===== src/rtl/g18_pkg.sv =====
// Shared types and constants for the G18 BPI flash Wishbone bridge.
package g18_pkg;

    typedef enum logic [2:0] {
        IDLE  = 3'd0,
        RD_HI = 3'd1,
        RD_LO = 3'd2,
        ACK   = 3'd3,
        ERR   = 3'd4
    } g18_state_t;

    localparam int G18_ADR_W = 23;

    // Half-word bases of the two ROM images held in the flash.
    localparam logic [G18_ADR_W-1:0] G18_BOOT_BASE = 23'h000000;
    localparam logic [G18_ADR_W-1:0] G18_DIAG_BASE = 23'h400000;

endpackage


===== src/rtl/g18_wb_bridge.sv =====
// Read-only Wishbone slave building 32-bit words from two 16-bit G18 flash reads.
// Optional one-word read cache enabled by defining G18_CACHE_EN.
//
// state | meaning
// IDLE  | waiting for a Wishbone request
// RD_HI | even half-word on the flash bus, fills wb_dat_o[31:16]
// RD_LO | odd half-word on the flash bus, fills wb_dat_o[15:0]
// ACK   | one-cycle read acknowledge
// ERR   | one-cycle error acknowledge for writes
module g18_wb_bridge
    import g18_pkg::*;
#(
    parameter int ADR_W      = G18_ADR_W,
    parameter int RD_LATENCY = 2
) (
    input  logic             sys_clk_i,
    input  logic             sys_rst_i,
    input  logic [31:0]      wb_adr_i,
    input  logic [31:0]      wb_dat_i,
    input  logic [3:0]       wb_sel_i,
    input  logic             wb_we_i,
    input  logic             wb_cyc_i,
    input  logic             wb_stb_i,
    output logic [31:0]      wb_dat_o,
    output logic             wb_ack_o,
    output logic             wb_err_o,
    output logic [ADR_W-1:0] g18_adr_o,
    input  logic [15:0]      g18_dat_i,
    output logic             g18_wen_o
);

    localparam logic [3:0] CNT_LAST = 4'(RD_LATENCY - 1);

    g18_state_t       state_q, state_d;
    logic [3:0]       cnt_q;
    logic [ADR_W-2:0] base_q;
    logic [ADR_W-1:0] adr_q;
    logic [31:0]      dat_q;
    logic [ADR_W-2:0] req_word;
    logic             req;
    logic             last_cnt;
    logic             hit;
    logic             unused_bits;

    assign req_word    = wb_adr_i[ADR_W:2];
    assign req         = wb_cyc_i & wb_stb_i;
    assign last_cnt    = (cnt_q == CNT_LAST);
    assign unused_bits = ^{wb_dat_i, wb_sel_i, wb_adr_i[31:ADR_W+1], wb_adr_i[1:0]};

`ifdef G18_CACHE_EN
    logic             c_valid_q;
    logic [ADR_W-2:0] c_tag_q;
    logic [31:0]      c_dat_q;

    assign hit = c_valid_q && (c_tag_q == req_word);

    // Fill on the edge that completes the low half, so an aborted read never fills.
    always_ff @(posedge sys_clk_i or posedge sys_rst_i) begin
        if (sys_rst_i) begin
            c_valid_q <= 1'b0;
            c_tag_q   <= '0;
            c_dat_q   <= '0;
        end else if (state_q == RD_LO && wb_cyc_i && last_cnt) begin
            c_valid_q <= 1'b1;
            c_tag_q   <= base_q;
            c_dat_q   <= {dat_q[31:16], g18_dat_i};
        end
    end
`else
    assign hit = 1'b0;
`endif

    always_ff @(posedge sys_clk_i or posedge sys_rst_i) begin
        if (sys_rst_i) begin
            state_q <= IDLE;
        end else begin
            state_q <= state_d;
        end
    end

    always_comb begin
        state_d = state_q;
        unique case (state_q)
            IDLE: begin
                if (req) begin
                    if (wb_we_i)  state_d = ERR;
                    else if (hit) state_d = ACK;
                    else          state_d = RD_HI;
                end
            end
            RD_HI: begin
                if (!wb_cyc_i)     state_d = IDLE;
                else if (last_cnt) state_d = RD_LO;
            end
            RD_LO: begin
                if (!wb_cyc_i)     state_d = IDLE;
                else if (last_cnt) state_d = ACK;
            end
            ACK:     state_d = IDLE;
            ERR:     state_d = IDLE;
            default: state_d = IDLE;
        endcase
    end

    always_comb begin
        wb_ack_o  = 1'b0;
        wb_err_o  = 1'b0;
        g18_wen_o = 1'b0;
        unique case (state_q)
            RD_HI:   g18_wen_o = 1'b1;
            RD_LO:   g18_wen_o = 1'b1;
            ACK:     wb_ack_o  = 1'b1;
            ERR:     wb_err_o  = 1'b1;
            default: ;
        endcase
    end

    always_ff @(posedge sys_clk_i or posedge sys_rst_i) begin
        if (sys_rst_i) begin
            cnt_q  <= '0;
            base_q <= '0;
            adr_q  <= '0;
            dat_q  <= '0;
        end else begin
            unique case (state_q)
                IDLE: begin
                    cnt_q <= '0;
                    if (req && !wb_we_i) begin
`ifdef G18_CACHE_EN
                        if (hit) dat_q <= c_dat_q;
                        else
`endif
                        begin
                            base_q <= req_word;
                            adr_q  <= {req_word, 1'b0};
                        end
                    end
                end
                RD_HI: begin
                    if (!wb_cyc_i) begin
                        cnt_q <= '0;
                    end else if (last_cnt) begin
                        cnt_q        <= '0;
                        dat_q[31:16] <= g18_dat_i;
                        adr_q        <= {base_q, 1'b1};
                    end else begin
                        cnt_q <= cnt_q + 4'd1;
                    end
                end
                RD_LO: begin
                    if (!wb_cyc_i) begin
                        cnt_q <= '0;
                    end else if (last_cnt) begin
                        cnt_q       <= '0;
                        dat_q[15:0] <= g18_dat_i;
                    end else begin
                        cnt_q <= cnt_q + 4'd1;
                    end
                end
                default: cnt_q <= '0;
            endcase
        end
    end

    assign wb_dat_o  = dat_q;
    assign g18_adr_o = adr_q;

endmodule


===== config.mk =====
export PLATFORM = sky130hd
export DESIGN_NAME = g18_wb_bridge
export DESIGN_NICKNAME = d
export VERILOG_FILES = /design/src/rtl/g18_pkg.sv /design/src/rtl/g18_wb_bridge.sv
export SDC_FILE = /design/constraint.sdc
export NUM_CORES = 1
export LEC_CHECK = 0
export ABC_AREA = 1
export BUFFER_PORTS_ARGS = -buffer_cell sky130_fd_sc_hd__buf_2
export CORE_MARGIN = 4
export CORE_UTILIZATION = 45
export CTS_CLUSTER_DIAMETER = 200
export CTS_CLUSTER_SIZE = 30
export DETAILED_ROUTE_END_ITERATION = 8
export GPL_TIMING_DRIVEN = 1
export HOLD_SLACK_MARGIN = 0.03
export PLACE_DENSITY = 0.75
export SKIP_LAST_GASP = 1
export SLEW_MARGIN = 20
export SYNTH_ARGS = -nofsm -noshare
export SYNTH_HDL_FRONTEND = slang
export SYNTH_SLANG_ARGS = --single-unit

===== constraint.sdc =====
create_clock -name sys_clk_i -period 3.75 [get_ports sys_clk_i]
set_clock_uncertainty 0.15 [all_clocks]
set_input_delay 0.75 -clock sys_clk_i [delete_from_list [all_inputs] [get_ports sys_clk_i]]
set_output_delay 0.75 -clock sys_clk_i [all_outputs]
set_load 0.02 [all_outputs]

==> results.toml <==
[timing]
max_freq_mhz = 333
timing.final.crit_share_pct = 80.1
finalMaxSlewViolations = 0
tightest_slew_ns = 0.787
grt_setup_unrepaired = "no"
report.final.setup_viol = 0
hold_viol_final = 0
period_minus_slack_ns = 3.00
fin_tns_setup_ns = 0
maxSlewHeadroom_pct = 47.5
fin_ws_ns = 0.748

[floorplan]
initial_core_util_pct = 46.1
core-area_um2 = 8180
die_x_um = 99.5
ios = 147
dieArea_um2 = 9900
placement_rows = 33
die_h_um = 99.5

[power]
clkPwrFrac_pct = 16.1
p_int_mw = 2.08
pwr-share-comb_pct = 43.3
p_sw_share_pct = 43.8
power_frac_seq_pct = 40.5
switchingPower_mw = 1.62
leakage_nw = 2.62
ir_drop_mv = 0.354
cellPowerDensity_nw_per_um2 = 824

[setup_path]
path_class = "reg -> out"
critPathMaxFanout = 42
critPathCaptureType = "output pin"
path_delay_family = "simple AND/OR/NAND/NOR gates"
worstPathRequired_ns = 2.85
path_cells = "inv_2, nand3_4, nand2_2, buf_2"
slowest_delay_ns = 0.51
cp.buffers_inverters = 2
critPathLaunchType = "flop"
slowest_stage = "nand3_4"
cp.arrival_ns = 2.10

[clock_network]
cts_buffers = 9
clk_path_buf_depth = 2
postCtsSetupBuffers = 0
cts_resized = 0
cts_hold_buffers = 0
clkTransAtPathRegs_ns = 0.08
cts_tree = "yes"
insertion_delay_ns = 0.34
cts.htree.levels = 3
cts.sinks = 84
clockRootBuffer = "clkbuf_8"

[grt]
grt_pass1_vias = 3118
grt_pass1_wl_um = 14600
grt_max_degree = 46
globalRoute.totalOverflow = 0
grt_usage_pct = 18.3
grt_antenna_before_repair = 0

[logic_synthesis]
syn_area_um2 = 3770
ys_types = 25
yosysWarnings = 0
yosysSeqAreaShare_pct = 55.8
ys_ff_latch = 84
avgSynthCellArea_um2 = 8.24
syn_inst = 457
syn-num-nets = 548

[final_layout]
final_area_um2 = 4490
area_growth_pct = 19.1
fillerInstances = 796
antennaDiodeCount = 0
num-nets-final = 638
finish.utilization_pct = 54.9
drive_above_1_share_pct = 24.8

[place]
dp.final_hpwl_um = 6030
place_congestion = 0.750
dpl_cell_area_um2 = 4300
place_ws_ns = 1.13
io_buffers = 100

[route]
routed_wl_um = 8760
antenna_left = 0
vias_per_cell = 4.96
drt-pass1-iter-count = 4
route.vias.total = 3262
detail_route.wl_per_cell_um = 13.3
dr.first_iter.drc_count = 92
remaining_drc_errors = 0

[hold_path]
hold_class = "reg -> reg"

[flow_run]
max_cap_violations = 0

[status]
outcome = "complete, no violations"
## tightest hold or removal path: cells and delay by family (launching register included)
family        cells  cell delay (ns)
flops             1             0.34
simple gates      2             0.10
## power by group through the flow
stage | logic (mW) | registers (mW) | clock network [mW]
2_1_floorplan | 0.825 | 1.82 | 0
3_3_place_gp | 1.59 | 1.49 | 0
3_5_place_dp | 1.63 | 1.51 | 0
4_1_cts | 1.63 | 1.50 | 0.615
5_1_grt | 1.79 | 1.55 | 0.658
6_report | 1.60 | 1.50 | 0.597
## cells in the mapped netlist
| cell type | n | share of area, % |
|---|---|---|
| a21oi_1 | 1 | 0.13 |
| buf_1 | 2 | 0.20 |
| buf_2 | 11 | 1.5 |
| buf_4 | 5 | 1.0 |
| clkbuf_1 | 7 | 0.70 |
| dfrtp_1 | 84 | 56 |
| ha_1 | 2 | 0.66 |
| inv_1 | 5 | 0.50 |
| inv_2 | 5 | 0.50 |
| inv_4 | 1 | 0.17 |
| nand2_1 | 228 | 23 |
| nand2_2 | 5 | 0.83 |
| nand2_4 | 2 | 0.60 |
| nand3_1 | 42 | 5.6 |
| nand3_2 | 1 | 0.27 |
| nand3_4 | 1 | 0.47 |
| nand4_1 | 23 | 3.8 |
| nor2_1 | 9 | 0.90 |
| nor2_2 | 1 | 0.17 |
| nor2_4 | 2 | 0.60 |
| nor3_1 | 1 | 0.13 |
| o21ai_0 | 16 | 2.1 |
| o21ai_2 | 1 | 0.23 |
| xnor2_1 | 1 | 0.23 |
| xor2_1 | 1 | 0.23 |
## flip-flops by register name (all words and copies together) (netlist names)
name / cells
g18_adr_o: 23
wb_dat_o: 32
base_q: 22
state_q: 3
cnt_q: 4
## path summary, 6_finish.rpt
kind	endpoint	cells past startpoint	slack (ns)	from
max	g18_wen_o	4	0.75	state_q[2]$_DFFE_PP0P_
min	g18_adr_o[2]$_DFFE_PP0P_	2	0.32	g18_adr_o[2]$_DFFE_PP0P_
max reg2reg	g18_adr_o[3]$_DFFE_PP0P_	8	1.13	state_q[2]$_DFFE_PP0P_
min reg2reg	g18_adr_o[2]$_DFFE_PP0P_	2	0.32	g18_adr_o[2]$_DFFE_PP0P_
max in group asynchronous	g18_adr_o[11]$_DFFE_PP0P_	3	2.30	sys_rst_i
min in group asynchronous	wb_dat_o[23]$_DFFE_PP0P_	2	0.37	sys_rst_i
## cell type report
cell class                 count  area, um^2  share of cell area (%)
clock buffer                  15         176                    3.93
clock inverter                 1        5.00                   0.112
inverter                      11        45.0                    1.00
multi-input combinational    337        1500                    33.3
sequential                    84        2100                    46.9
tap                          105         131                    2.93
timing repair buffer         104         531                    11.8
## per-layer routing
layer  up-vias  GRT usage (%)  share of wire, %
met5         -              0                 0
met3        11           5.05               7.4
met1      1515           23.3                45
met2        94           30.1                47
met4         0           5.99               1.0
li1       1642              -                 -
## cell usage in the layout (no fill, tap or decap)
cell type	count
clkbuf_1	3
nand4_1	23
ha_1	2
nand2_2	5
a21oi_1	1
nor2_4	2
xnor2_1	1
nand2_1	228
xor2_1	1
nor2_1	9
buf_2	100
clkinv_2	2
clkbuf_8	12
o21ai_2	1
dfrtp_1	84
buf_4	4
nand2_4	2
nand3_2	1
nor3_1	1
inv_2	5
inv_4	1
o21ai_0	16
nor2_2	1
nand3_4	1
nand3_1	42
inv_1	4
## stage by stage
step | hold WS, ns | total power [mW] | instances
after CTS | 0.322 | 3.74 | 657
after global placement | 0.298 | 3.08 | 641
final | 0.319 | 3.70 | 657
after floorplan | 0.299 | 2.65 | 457
after global routing | 0.340 | 4.00 | 657
after detailed placement | 0.303 | 3.14 | 641
## cells by family (layout without fill, tap and decap cells)
family                     count (synthesis)  in the layout  synth area share [%]
and+or+nand+nor                          315            315                  36.1
DFF                                       84             84                  55.8
buffers and inverters                     36            131                  4.52
AOI/OAI and AO/OA                         18             18                  2.49
adders and majority gates                  2              2                 0.664
xor gates and xnor gates                   2              2                 0.465
Power figures use the tool's default switching activity.
